**src/rtl/gun_input_cond.sv**
```systemverilog
// Light-gun input conditioning: synchronized, debounced trigger plus per-frame hit detection.
// Define GUN_DEBOUNCE_EN to debounce the trigger; otherwise trigger follows the synchronized input.
module gun_input_cond #(
  parameter int unsigned DEBOUNCE_CYCLES   = 250000,
  parameter int unsigned DETECT_MIN_CYCLES = 16,
  parameter bit          SENSOR_ACTIVE_LOW = 1'b1
) (
  input  logic       clk,
  input  logic       rst_n,
  input  logic       trigger_raw,
  input  logic       sensor_raw,
  input  logic       valid,
  input  logic       frame_tick,
  output logic       trigger,
  output logic       trigger_rise,
  output logic       detect,
  output logic [7:0] shot_count
);

  localparam logic DARK = SENSOR_ACTIVE_LOW;
  localparam int   RW   = $clog2(DETECT_MIN_CYCLES + 1);
  localparam logic [RW-1:0] RUN_MAX = RW'(DETECT_MIN_CYCLES);

  logic trig_s1_q, trig_s2_q;
  logic sens_s1_q, sens_s2_q;
  logic trig_lvl;
  logic trig_prev_q;
  logic [7:0] shot_q;
  logic [RW-1:0] run_q, run_d;
  logic hit_q, hit_d;
  logic lit;

  // Two-flop synchronizers; the sensor pair idles at the dark level.
  always_ff @(posedge clk or negedge rst_n) begin
    if (!rst_n) begin
      trig_s1_q <= 1'b0;
      trig_s2_q <= 1'b0;
      sens_s1_q <= DARK;
      sens_s2_q <= DARK;
    end else begin
      trig_s1_q <= trigger_raw;
      trig_s2_q <= trig_s1_q;
      sens_s1_q <= sensor_raw;
      sens_s2_q <= sens_s1_q;
    end
  end

`ifdef GUN_DEBOUNCE_EN
  localparam int DW = $clog2(DEBOUNCE_CYCLES + 1);
  localparam logic [DW-1:0] DB_LAST = DW'(DEBOUNCE_CYCLES - 1);

  logic [DW-1:0] db_cnt_q, db_cnt_d;
  logic          db_trig_q, db_trig_d;

  // Count consecutive mismatch cycles; flip the level when the window fills.
  always_comb begin
    db_cnt_d  = '0;
    db_trig_d = db_trig_q;
    if (trig_s2_q != db_trig_q) begin
      if (db_cnt_q == DB_LAST) begin
        db_trig_d = ~db_trig_q;
      end else begin
        db_cnt_d = db_cnt_q + 1'b1;
      end
    end
  end

  // Debounce state registers.
  always_ff @(posedge clk or negedge rst_n) begin
    if (!rst_n) begin
      db_cnt_q  <= '0;
      db_trig_q <= 1'b0;
    end else begin
      db_cnt_q  <= db_cnt_d;
      db_trig_q <= db_trig_d;
    end
  end

  assign trig_lvl = db_trig_q;
`else
  logic unused_db_cfg;
  assign unused_db_cfg = (DEBOUNCE_CYCLES > 0);
  assign trig_lvl      = trig_s2_q;
`endif

  assign trigger      = trig_lvl;
  assign trigger_rise = trig_lvl & ~trig_prev_q;
  assign shot_count   = shot_q;

  // Remember last level for edge detection; count each press.
  always_ff @(posedge clk or negedge rst_n) begin
    if (!rst_n) begin
      trig_prev_q <= 1'b0;
      shot_q      <= 8'd0;
    end else begin
      trig_prev_q <= trig_lvl;
      if (trigger_rise) begin
        shot_q <= shot_q + 8'd1;
      end
    end
  end

  assign lit = (sens_s2_q == ~SENSOR_ACTIVE_LOW);

  // Lit-run tracking; the frame boundary wins over any same-cycle update.
  always_comb begin
    run_d = run_q;
    hit_d = hit_q;
    if (frame_tick) begin
      run_d = '0;
      hit_d = 1'b0;
    end else if (valid) begin
      if (lit) begin
        if (run_q != RUN_MAX) begin
          run_d = run_q + 1'b1;
        end
      end else begin
        run_d = '0;
      end
      if (run_d == RUN_MAX) begin
        hit_d = 1'b1;
      end
    end
  end

  // Run counter and sticky per-frame hit flag.
  always_ff @(posedge clk or negedge rst_n) begin
    if (!rst_n) begin
      run_q <= '0;
      hit_q <= 1'b0;
    end else begin
      run_q <= run_d;
      hit_q <= hit_d;
    end
  end

  assign detect = hit_q;

endmodule

```
**config.mk**
```make
export PLATFORM = sky130hd
export DESIGN_NAME = gun_input_cond
export DESIGN_NICKNAME = d
export VERILOG_FILES = /design/src/rtl/gun_input_cond.sv
export SDC_FILE = /design/constraint.sdc
export NUM_CORES = 1
export LEC_CHECK = 0
export ABC_AREA = 1
export CORE_ASPECT_RATIO = 2
export CORE_UTILIZATION = 25
export CTS_CLUSTER_SIZE = 20
export DETAILED_ROUTE_END_ITERATION = 10
export GPL_TIMING_DRIVEN = 1
export PLACE_DENSITY = 0.49
export SLEW_MARGIN = 20
export SYNTH_ARGS = -nofsm -noshare
export SYNTH_HDL_FRONTEND = slang
export SYNTH_SLANG_ARGS = --single-unit
```
**constraint.sdc**
```tcl
create_clock -name clk -period 3.9 [get_ports clk]
set_input_delay 0.585 -clock clk [delete_from_list [all_inputs] [get_ports clk]]
set_output_delay 0.585 -clock clk [all_outputs]
set_load 0.01 [all_outputs]
```
* Word-level counts from Yosys, hierarchy flattened *
Cells that the tools add are included.

cells by class
  add/sub/neg operators = 2
  $mul = 0
  divide/modulo/power cells = 0
  magnitude comparators = 0
  equality and inequality tests = 2
  shifts and indexed selects = 0
  mux-type cells = 9
  bitwise gates (word level) = 2
  reduce and logical (&&, ||, !) cells = 3

operators with widths
  cell                                                            count
  5-bit two-way mux                                               6
  8-bit by 1-bit adder with 8-bit output (second input constant)  1
  5-bit by 1-bit adder with 5-bit output (second input constant)  1
  5-bit equality test (second input constant)                     1
  5-bit != test (second input constant)                           1
  2-bit nonzero test                                              2
  1-bit two-way mux                                               3
  2-bit AND reduction                                             1
  1-bit AND                                                       1
  1-bit inverter                                                  1

storage, ports and cells
  register bits = 19
  latch bits = 0
  RAM bits = 0
  bits in read-only memories = 0
  input bits = 6
  output and inout bits = 11
  logic and storage cells = 26
  memories = 0

* Longest topological paths before layout *
Gate-level depths: netlist of run 1.

  word-level depth = 9
  depth in mapped cells = 11
  gate-level depth less buffers = 11

* Worst setup path after synthesis of run 1 *
Ideal clock, no wire load.

  path kind = reg2reg
  start point = register run_q[0]
  end point = register hit_q, in the netlist detect
  library setup time = 0.073 ns
  arrival time = 1.196 ns
  required time = 3.827 ns
  slack = 2.631 ns
  cell stages (with the launch flop) = 8
  path buffers = 0
  period minus slack after synthesis = 1.269 ns
  path through = dfrtp_1 -> inv_1 -> ha_1 -> a21oi_1 -> nand2_1 -> nor2_2 -> nand2_1 -> a21oi_2

between the ends
  longest elaborated chain between the ends = 8
  elaborated cells between the ends (all ways) = 9
  classes of those cells = 1 x add/sub; 2 x eq/ne; 4 x mux; 2 x reduce/logical

ends and longest elaborated chain
  item                                                                            line      source
  start, declared                                                                 29        logic [RW-1:0] run_q, run_d;
  start signal, assigned                                                          132       run_q <= run_d;
  5-bit by 1-bit adder with 5-bit output / 5-bit != test (equally long branches)  115, 114
  5-bit two-way mux (*)                                                           114       if (run_q != RUN_MAX) begin
  5-bit two-way mux (*)                                                           113       if (lit) begin
  5-bit two-way mux (*)                                                           112       end else if (valid) begin
  5-bit two-way mux (*)                                                           109       if (frame_tick) begin
  5-bit equality test (*)                                                         120       if (run_d == RUN_MAX) begin
  2-bit nonzero test (no source line) (*)                                         -
  2-bit AND reduction (no source line) (*)                                        -
  end signal, assigned                                                            133       hit_q <= hit_d;
  end, declared                                                                   30        logic hit_q, hit_d;

Mark *: on every way between the ends. The rest lies on a longest branch, timed or not. The select of a mux whose other input is x is not followed.
A chain may end at the register's enable or synchronous reset.

* Final worst setup path of run 1 *
  start point = register trig_s2_q, in the netlist trigger
  end point = output port trigger_rise

between the ends
  longest elaborated chain between the ends = 1

ends and longest elaborated chain
  item                    line  source
  start, declared         24    logic trig_s1_q, trig_s2_q;
  start signal, assigned  42    trig_s2_q <= trig_s1_q;
  1-bit AND               87    assign trigger_rise = trig_lvl & ~trig_prev_q;
  end, declared           15    output logic trigger_rise,

No other way between the ends.

==> run metrics, run 1 <==
Clock transition at path regs=0.07 ns; synthesized instance count=97; Post-Syn Area=910.9 µm²; fillers=370; worst reg2reg path depth=7; WL final=1731 µm; Seq cells post-synth=19; flip-flop and latch area=478.0 µm²; post-route ant nets=0; P_leak=0.5380 nW; NetSw=175.9 µW; Clock Sinks=19; post-cts resize count=0; Final Cycle Share=51.93%; commonest non-fill, non-tap cell in the layout=nand2_1; Worst Skew=0.001998 ns; Min-Delay Path Class=reg -> reg; gr ovfl total=0; layout cells sized above 1=15.38%; max-cap violation count=0; die height=87.36 µm; initial antenna violation count=0; Total Routing Usage GR=9.876%; via count=733; area growth from synthesis to layout=29.26%; Die Width=44.68 µm; power density over the cells=468.6 mW/mm²; min-delay src=trig_s1_q; worst slew pin tran=0.8068 ns; WL per Instance=10.49 µm; Final Power=551.7 µW; CTS tree=yes; final net count=127; Initial Util=26.67%; total negative setup slack=0 ns; total setup buffers inserted after CTS=0; highest-count cells in the layout ignoring fill and taps=nand2_1, dfrtp_1, clkdlybuf4s50_1; largest fanout on the critical path=5; syn_nets=106; Hold-fix buffers, CTS=0; Hold EP=trigger; Ant. Diodes=0; Startpoint Class=flop; Max rail drop VDD=0.0004276 V; synthesized area per cell=9.390 µm²; # rows=30; gpl congestion=0.8834; fmax=0.4938 GHz; Worst EP arrival=1.44 ns; worst r2r src=run_q[0]; final slew viol count=0; Worst slew margin=46.04%; pin count of the biggest net entering global routing=20; Final Hold Viols=0; combinational power share=28.7%; Synth Warn #=0; Setup-failing EPs final=0; Initial DRC Count=19; CTS Buf Count=3; status=complete, no violations; PortBufs=16; core area=0.003416 mm²; min cycle time layout=2.025 ns; first-pass GRT wire length=2925 µm; reg2reg setup slack=2.48 ns; Synth cell types=24; Setup CP Type=reg -> out; Root Buffer=clkbuf_8; worst hold path depth=0; vias in the first global route=713; Skew-Pair Late Insertion Delay=0.25 ns; fin cells=165; drt via density=4.442; area of the multi-input gates=360.3 µm²; RSZ-0062 raised after global routing=false; # IOs=17; sequential element share of the synthesized area=52.47%; # placed instances=161; Worst setup EP type=output pin; clock buffer depth=2; DP HPWL=1358 µm; drt drc=0; H-tree depth=1; clock share of power=23.9%; Net Sw Frac=31.88%; Flop pwr share=47.4%; reg2reg end=detect; die area=0.003903 mm²; internal power=375.8 µW; CP required=3.31 ns; Detailed Routing Iterations Pass 1=4
## through the flow
step,util (%),instance area [µm²],setup slack (ns),hold slack [ns]
6_report,34.47,1177,1.875,0.3562
5_1_grt,34.47,1177,1.788,0.3592
2_1_floorplan,-,910.9,2.631,0.2894
3_3_place_gp,33.11,1131,2.147,0.3360
3_5_place_dp,33.11,1131,2.139,0.3434
4_1_cts,34.47,1177,1.848,0.3581
## worst max path at each step
stage	start	to	slack [ns]
floorplan	run_q[0]	detect	2.63
global placement	trigger	trigger_rise	2.15
detailed placement	trigger	trigger_rise	2.14
CTS	trigger	trigger_rise	1.85
global route	trigger	trigger_rise	1.79
finish	trigger	trigger_rise	1.87
## worst max-delay path, stage by stage, from the launching register on
cell	delay, ns
dfrtp_1	0.40
nand2_2	0.15
clkinv_2	0.13
clkdlybuf4s50_1	0.50
## metal layers
metal	GRT usage [%]	wire length, µm
met1	10.89	693
met2	17.51	926
met3	1.452	74
met4	4.959	36
met5	0	0
## Yosys cell counts
library cell | number | share of area (%)
nor2_1 | 4 | 1.6
nand2_4 | 1 | 1.2
nand4_1 | 3 | 2.1
nand2_1 | 22 | 9.1
o22ai_1 | 4 | 2.7
nor3_1 | 1 | 0.55
dfstp_2 | 2 | 5.8
nor2_2 | 1 | 0.69
a211oi_1 | 1 | 0.82
nor4_2 | 1 | 1.4
clkinv_2 | 1 | 0.55
a21oi_2 | 1 | 0.96
dfrtp_1 | 17 | 47
nor3_4 | 1 | 1.8
o21ai_0 | 1 | 0.55
a21oi_1 | 1 | 0.55
nand2_2 | 1 | 0.69
nand3_1 | 5 | 2.7
nand3_2 | 2 | 2.2
inv_2 | 3 | 1.2
xor2_1 | 4 | 3.8
inv_1 | 15 | 6.2
ha_1 | 3 | 4.1
xnor2_1 | 2 | 1.9
## power groups by stage
stage          combinational, mW  clock [mW]  sequential, mW
4_1_cts                    0.161       0.135           0.262
3_5_place_dp               0.159           0           0.264
2_1_floorplan             0.0713           0           0.270
5_1_grt                    0.174       0.145           0.266
6_report                   0.159       0.132           0.262
3_3_place_gp               0.158           0           0.264
## cells by family (layout without fill, tap and decap cells)
family                     after synthesis  in the layout  share of synthesized area, %
xor gates and xnor gates                 6              6                         5.769
adders and majority gates                3              3                         4.121
DFF                                     19             19                         52.47
AOI/OAI and AO/OA                        8              8                         5.631
and+or+nand+nor                         42             42                         24.04
buffers and inverters                   19             39                         7.966
## flip-flops by register name (all words and copies together), names as in the netlist
name,count
trig_prev_q,1
run_q,5
shot_count,8
sens_s1_q,1
trigger,1
detect,1
sens_s2_q,1
trig_s1_q,1
## cell type report
cell class | instances | area share [%]
Clock buffer | 3 | 3.507
Clock inverter | 1 | 0.4251
Inverter | 19 | 6.164
Multi-Input combinational cell | 59 | 30.61
Sequential cell | 19 | 40.60
Tap cell | 48 | 5.101
Timing Repair Buffer | 16 | 13.60
(Power assumes the default switching activity.)
==> run 2: changes to the inputs <==
==> constraint.sdc (replaced) <==
create_clock -name clk -period 2.05 [get_ports clk]
set_input_delay 0.3075 -clock clk [delete_from_list [all_inputs] [get_ports clk]]
set_output_delay 0.3075 -clock clk [all_outputs]
set_load 0.01 [all_outputs]
==> run 2 against run 1 <==
Net effect: cell area is 0.64% higher; largest power group unchanged; combinational power is 91% higher; sequential cell count stayed put; highest routed layer unchanged; largest cell class unchanged; critical path type unchanged.
==> run metrics, run 2 (synthesized netlist as in run 1, its figures left out) <==
Clock transition at path regs=0.07 ns (about the same); Total Routing Usage GR=10.67% (was 9.876%); Min-Delay Path Class=in -> async (was reg -> reg); RSZ-0062 raised after global routing=false (unchanged); DP HPWL=1456 µm (was 1358 µm); fmax=0.5704 GHz; post-cts resize count=0 (unchanged); Hold-fix buffers, CTS=0 (unchanged); max-cap violation count=0 (unchanged); final net count=128 (was 127); power density over the cells=888.9 mW/mm² (was 468.6 mW/mm²); highest-count cells in the layout ignoring fill and taps=nand2_1, dfrtp_1, clkdlybuf4s50_1 (unchanged); pin count of the biggest net entering global routing=13 (was 20); gr ovfl total=0 (unchanged); Detailed Routing Iterations Pass 1=4 (unchanged); flip-flop and latch area=478.0 µm² (unchanged); min cycle time layout=1.753 ns; commonest non-fill, non-tap cell in the layout=nand2_1 (unchanged); Worst setup EP type=output pin (unchanged); first-pass GRT wire length=3160 µm (was 2925 µm); Final Hold Viols=0 (unchanged); area of the multi-input gates=360.3 µm² (unchanged); die area=0.003903 mm² (unchanged); worst reg2reg path depth=7 (unchanged); Max rail drop VDD=0.0006264 V (was 0.0004276 V); final slew viol count=0 (unchanged); core area=0.003416 mm² (unchanged); Initial DRC Count=7 (was 19); total negative setup slack=0 ns (unchanged); post-layout util=34.69% (was 34.47%); Setup-failing EPs final=0 (unchanged); Skew-Pair Late Insertion Delay=0.25 ns (about the same); # rows=30 (unchanged); PortBufs=16 (unchanged); CTS tree=yes (unchanged); Initial Util=26.67% (unchanged); Final Cycle Share=85.52%; Startpoint Class=flop (unchanged); # IOs=17 (unchanged); Setup CP Type=reg -> out (unchanged); via count=707 (was 733); Worst EP arrival=1.45 ns (was 1.44 ns); Worst slew margin=77.89% (was 46.04%); post-route ant nets=0 (unchanged); fillers=349 (was 370); WL per Instance=10.84 µm (was 10.49 µm); reg2reg setup slack=0.63 ns (was 2.48 ns); Worst Skew=0.006167 ns (was 0.001998 ns); drt drc=0 (unchanged); gpl congestion=0.8844 (was 0.8834); CP required=1.74 ns (was 3.31 ns); clock buffer depth=2 (unchanged); status=complete, no violations (unchanged); layout cells sized above 1=16.10% (was 15.38%); Clock Sinks=19 (unchanged); Critical Path End=trigger_rise (unchanged); initial antenna violation count=0 (unchanged); die height=87.36 µm (unchanged); Root Buffer=clkbuf_8 (unchanged); Die Width=44.68 µm (unchanged); vias in the first global route=762 (was 713); P_leak=0.5428 nW (was 0.5380 nW); Ant. Diodes=0 (unchanged); drt via density=4.259 (was 4.442); CP Launch Point=trigger (unchanged); WL final=1799 µm (was 1731 µm); worst slew pin tran=0.3305 ns (was 0.8068 ns); reg2reg end=detect (unchanged); area growth from synthesis to layout=30.08% (was 29.26%); max reg flops=8 (unchanged); worst r2r src=run_q[0] (unchanged); largest fanout on the critical path=5 (unchanged); total setup buffers inserted after CTS=0 (unchanged); H-tree depth=1 (unchanged); CTS Buf Count=3 (unchanged)
run 2: cell count changes in the layout (fill, tap and decap cells not counted):
cell and delta:
buf_4 +1
run 2: final cells by class:
cell class / instances / area share [%]
Tap cell: 48 / 5.069
Inverter: 19 / 6.125
Timing Repair Buffer: 17 / 14.15
Clock buffer: 3 / 3.485
Multi-Input combinational cell: 59 / 30.41
Sequential cell: 19 / 40.34
Clock inverter: 1 / 0.4224
run 2: layer usage:
layer	vias to the layer above	global-route usage, %	share of wire [%]
li1	350	-	-
met3	5	1.452	2.3
met5	-	0	0
met4	0	5.234	2.3
met2	18	18.45	52
met1	334	12.35	43
run 2: worst min path at each step:
stage / from / end / slack (ns) / cells after the start
2_1_floorplan: rst_n / detect / 0.01 / 0
3_3_place_gp: trig_s1_q / trigger / 0.34 / 0
3_5_place_dp: trig_s1_q / trigger / 0.34 / 0
4_1_cts: rst_n / trig_s1_q / 0.33 / 1
5_1_grt: rst_n / shot_count[2] / 0.35 / 1
6_report: rst_n / shot_count[2] / 0.31 / 1
run 2: stage by stage:
stage	total power [mW]	cell area (µm²)	instances	hold slack (ns)	worst slack, ns
after global placement	0.8048	1139	162	0.3358	0.5739
after floorplan	0.6498	910.9	97	0.01191	0.7807
after global routing	1.118	1185	166	0.3509	0.2188
after detailed placement	0.8090	1139	162	0.3389	0.5699
after CTS	1.067	1185	166	0.3320	0.2804
final	1.053	1185	166	0.3104	0.2968
run 2: critical path: stages, from the launching register on:
cell and delay, ns:
dfrtp_1 0.41, nand2_2 0.15, clkinv_2 0.13, clkdlybuf4s50_1 0.50
run 2: power by group:
part | internal, mW | switching [mW]
clock network | 0.135 | 0.119
registers | 0.433 | 0.0629
logic | 0.149 | 0.154
total | 0.717 | 0.336
==> run 3: changes to the inputs <==
--- a/config.mk
+++ b/config.mk
@@ -5,7 +5,7 @@
 export SDC_FILE = /design/constraint.sdc
 export NUM_CORES = 1
 export LEC_CHECK = 0
-export ABC_AREA = 1
+export ABC_AREA = 0
 export CORE_ASPECT_RATIO = 2
 export CORE_UTILIZATION = 25
 export CTS_CLUSTER_SIZE = 20
==> run 3 against run 2 <==
Net effect: combinational power down 16%; utilization down 1.1 points; sequential share of layout area is 1.8 points higher; clock skew decreased by 0.0017 ns; non-clock buffer count rose by 1; die area shrank 2.9%; cell area down 4.2%; critical path type unchanged; largest power group unchanged; highest routed layer unchanged.
==> run metrics, run 3 <==
most frequent cell after synthesis=dfrtp_1 (was nand2_1); Post-Synth Simple-Gate Area=16.57% (was 24.04%); fillers=348 (was 349); Setup CP Type=reg -> out (unchanged); area growth from synthesis to layout=28.47% (was 30.08%); Skew-Pair Late Insertion Delay=0.25 ns (about the same); WL final=1761 µm (was 1799 µm); Max rail drop VDD=0.0004109 V (was 0.0006264 V); CTS tree=yes (unchanged); clock buffer depth=2 (unchanged); initial antenna violation count=0 (unchanged); # IOs=17 (unchanged); sequential element share of the synthesized area=54.11% (was 52.47%); worst slew pin tran=0.2879 ns (was 0.3305 ns); Clock Sinks=19 (unchanged); Synth cell types=33 (was 24); Total Routing Usage GR=10.73% (was 10.67%); Synth Area in Adders=4.249% (was 4.121%); post-synthesis xor/xnor area fraction=11.76% (was 5.769%); gr ovfl total=0 (unchanged); asr flop ratio synth=100.0% (unchanged); syn_nets=84 (was 106); Post-synth EDFFs=0 (unchanged); Final Hold Viols=0 (unchanged); Root Buffer=clkbuf_8 (unchanged); # rows=30 (unchanged); pin count of the biggest net entering global routing=20 (was 13); largest family of logic cells by synthesized area=simple AND/OR/NAND/NOR gates (unchanged); Ant. Diodes=0 (unchanged); WL per Instance=13.87 µm (was 10.84 µm); gpl congestion=0.7675 (was 0.8844); Initial Util=26.15% (was 26.67%); PortBufs=16 (unchanged); Detailed Routing Iterations Pass 1=2 (was 4); Post-Syn Area=883.3 µm² (was 910.9 µm²); drt drc=0 (unchanged); largest fanout on the critical path=3 (was 5); die area=0.003789 mm² (was 0.003903 mm²); status=complete, no violations (unchanged); via count=636 (was 707); commonest non-fill, non-tap cell in the layout=dfrtp_1 (was nand2_1); RSZ-0062 raised after global routing=false (unchanged); first-pass GRT wire length=2980 µm (was 3160 µm); Worst slew margin=80.77% (was 77.89%); P_leak=0.4640 nW (was 0.5428 nW); vias in the first global route=608 (was 762); ys flop type=dfrtp_1 (unchanged); H-tree depth=1 (unchanged); min cycle time layout=1.672 ns (was 1.753 ns); Startpoint Class=flop (unchanged); Seq cells post-synth=19 (unchanged); total setup buffers inserted after CTS=0 (unchanged); CP required=1.74 ns (about the same); final net count=105 (was 128); Die Width=44.03 µm (was 44.68 µm); Hold-fix buffers, CTS=0 (unchanged); post-synth top area share=48.16% (was 46.70%); synthesized instance count=75 (was 97); Final Cycle Share=81.55% (was 85.52%); power density over the cells=901.3 mW/mm² (was 888.9 mW/mm²); Clock transition at path regs=0.07 ns (about the same); DP HPWL=1316 µm (was 1456 µm); post-synthesis compound-gate area fraction=9.348% (was 5.632%); Worst EP arrival=1.36 ns (was 1.45 ns); synthesized area per cell=11.78 µm² (was 9.390 µm²); post-cts resize count=0 (unchanged); Hold Slack=0.3570 ns (was 0.3104 ns); Setup-failing EPs final=0 (unchanged); CTS Buf Count=3 (unchanged); synth cell count leaders=dfrtp_1, xnor2_1, inv_1 (was nand2_1, dfrtp_1, inv_1); total negative setup slack=0 ns (unchanged); fmax=0.5982 GHz (was 0.5704 GHz); core area=0.003378 mm² (was 0.003416 mm²); Min-Delay Path Class=reg -> reg (was in -> async); final slew viol count=0 (unchanged); post-synthesis mux area share=1.275% (was 0%); max reg flops=8 (unchanged); Initial DRC Count=9 (was 7); max-cap violation count=0 (unchanged); drt via density=5.008 (was 4.259); fin cells=127 (was 166); Synth area leader=dfrtp_1 (unchanged); synth top area cells=dfrtp_1, xnor2_1, dfstp_2, ha_1, xor2_1 (was dfrtp_1, nand2_1, inv_1, dfstp_2, ha_1); layout cells sized above 1=12.63% (was 16.10%); Synth Warn #=0 (unchanged); post-route ant nets=0 (unchanged); die height=86.07 µm (was 87.36 µm); Worst setup EP type=output pin (unchanged); highest-count cells in the layout ignoring fill and taps=dfrtp_1, clkdlybuf4s50_1, xnor2_1 (was nand2_1, dfrtp_1, clkdlybuf4s50_1); Worst Skew=0.004463 ns (was 0.006167 ns); # placed instances=123 (was 162)
## run 3: cell types whose count changed after synthesis, sizes merged, moves of 2 or more
| cell | previous run | this run |
|---|---|---|
| and3 | 0 | 2 |
| inv | 18 | 4 |
| nor2b | 0 | 2 |
| o22ai | 4 | 0 |
| xnor2 | 2 | 9 |
| nand2 | 24 | 3 |
| o21ai | 1 | 3 |
| nand3 | 7 | 3 |
| nor2 | 5 | 3 |
| xor2 | 4 | 2 |
## run 3: layout make-up
class	instances	area [µm²]	share of cell area (%)
Inverter	4	15.01	1.323
Sequential cell	19	478.0	42.12
Timing Repair Buffer	18	175.2	15.44
Multi-Input combinational cell	50	381.6	33.63
Clock buffer	4	45.04	3.969
Tap cell	32	40.04	3.528
## run 3: critical path, cell delays in order, from the launching register on
cell and delay [ns]:
dfrtp_1 0.37, nor2b_1 0.18, clkdlybuf4s50_1 0.56
## run 3: stage by stage
stage          total power [mW]  instance area (µm²)  setup WS (ns)  util (%)
5_1_grt                   1.083                 1135         0.2564     33.59
6_report                  1.023                 1135         0.3783     33.59
2_1_floorplan            0.6125                883.3         0.6195         -
3_3_place_gp             0.7745                 1090         0.5480     32.26
3_5_place_dp             0.7749                 1090         0.5282     32.26
4_1_cts                   1.042                 1135         0.3389     33.59
## run 3: power by group
part	leakage [nW]	internal [mW]	switching [mW]
sequential	0.241	0.437	0.0731
combinational	0.200	0.156	0.0974
clock	0.0228	0.138	0.120
## run 3: metal layers
metal	up-vias	part of all wire [%]	track usage, %
met5	-	0	0
met4	0	1.4	5.785
met3	2	2.3	1.263
met2	9	56	18.85
met1	323	40	11.94
li1	302	-	-
## run 3: cells by family (layout without fill, tap and decap cells)
group | Yosys count | count (layout)
and+or+nand+nor | 23 | 23
DFF | 19 | 19
AOI/OAI and AO/OA | 12 | 12
xor gates and xnor gates | 11 | 11
buffers and inverters | 6 | 26
adders and majority gates | 3 | 3
muxes | 1 | 1
## run 3: path summary, 6_finish.rpt
path / from / to / slack, ns / cells after the start
min in group asynchronous: rst_n / shot_count[1] / 0.37 / 2
max in group asynchronous: rst_n / sens_s2_q / 1.40 / 2
hold / removal: sens_s1_q / sens_s2_q / 0.36 / 0
setup reg to reg: run_q[0] / detect / 0.52 / 6
hold reg to reg: sens_s1_q / sens_s2_q / 0.36 / 0
setup / recovery: trigger / trigger_rise / 0.38 / 2
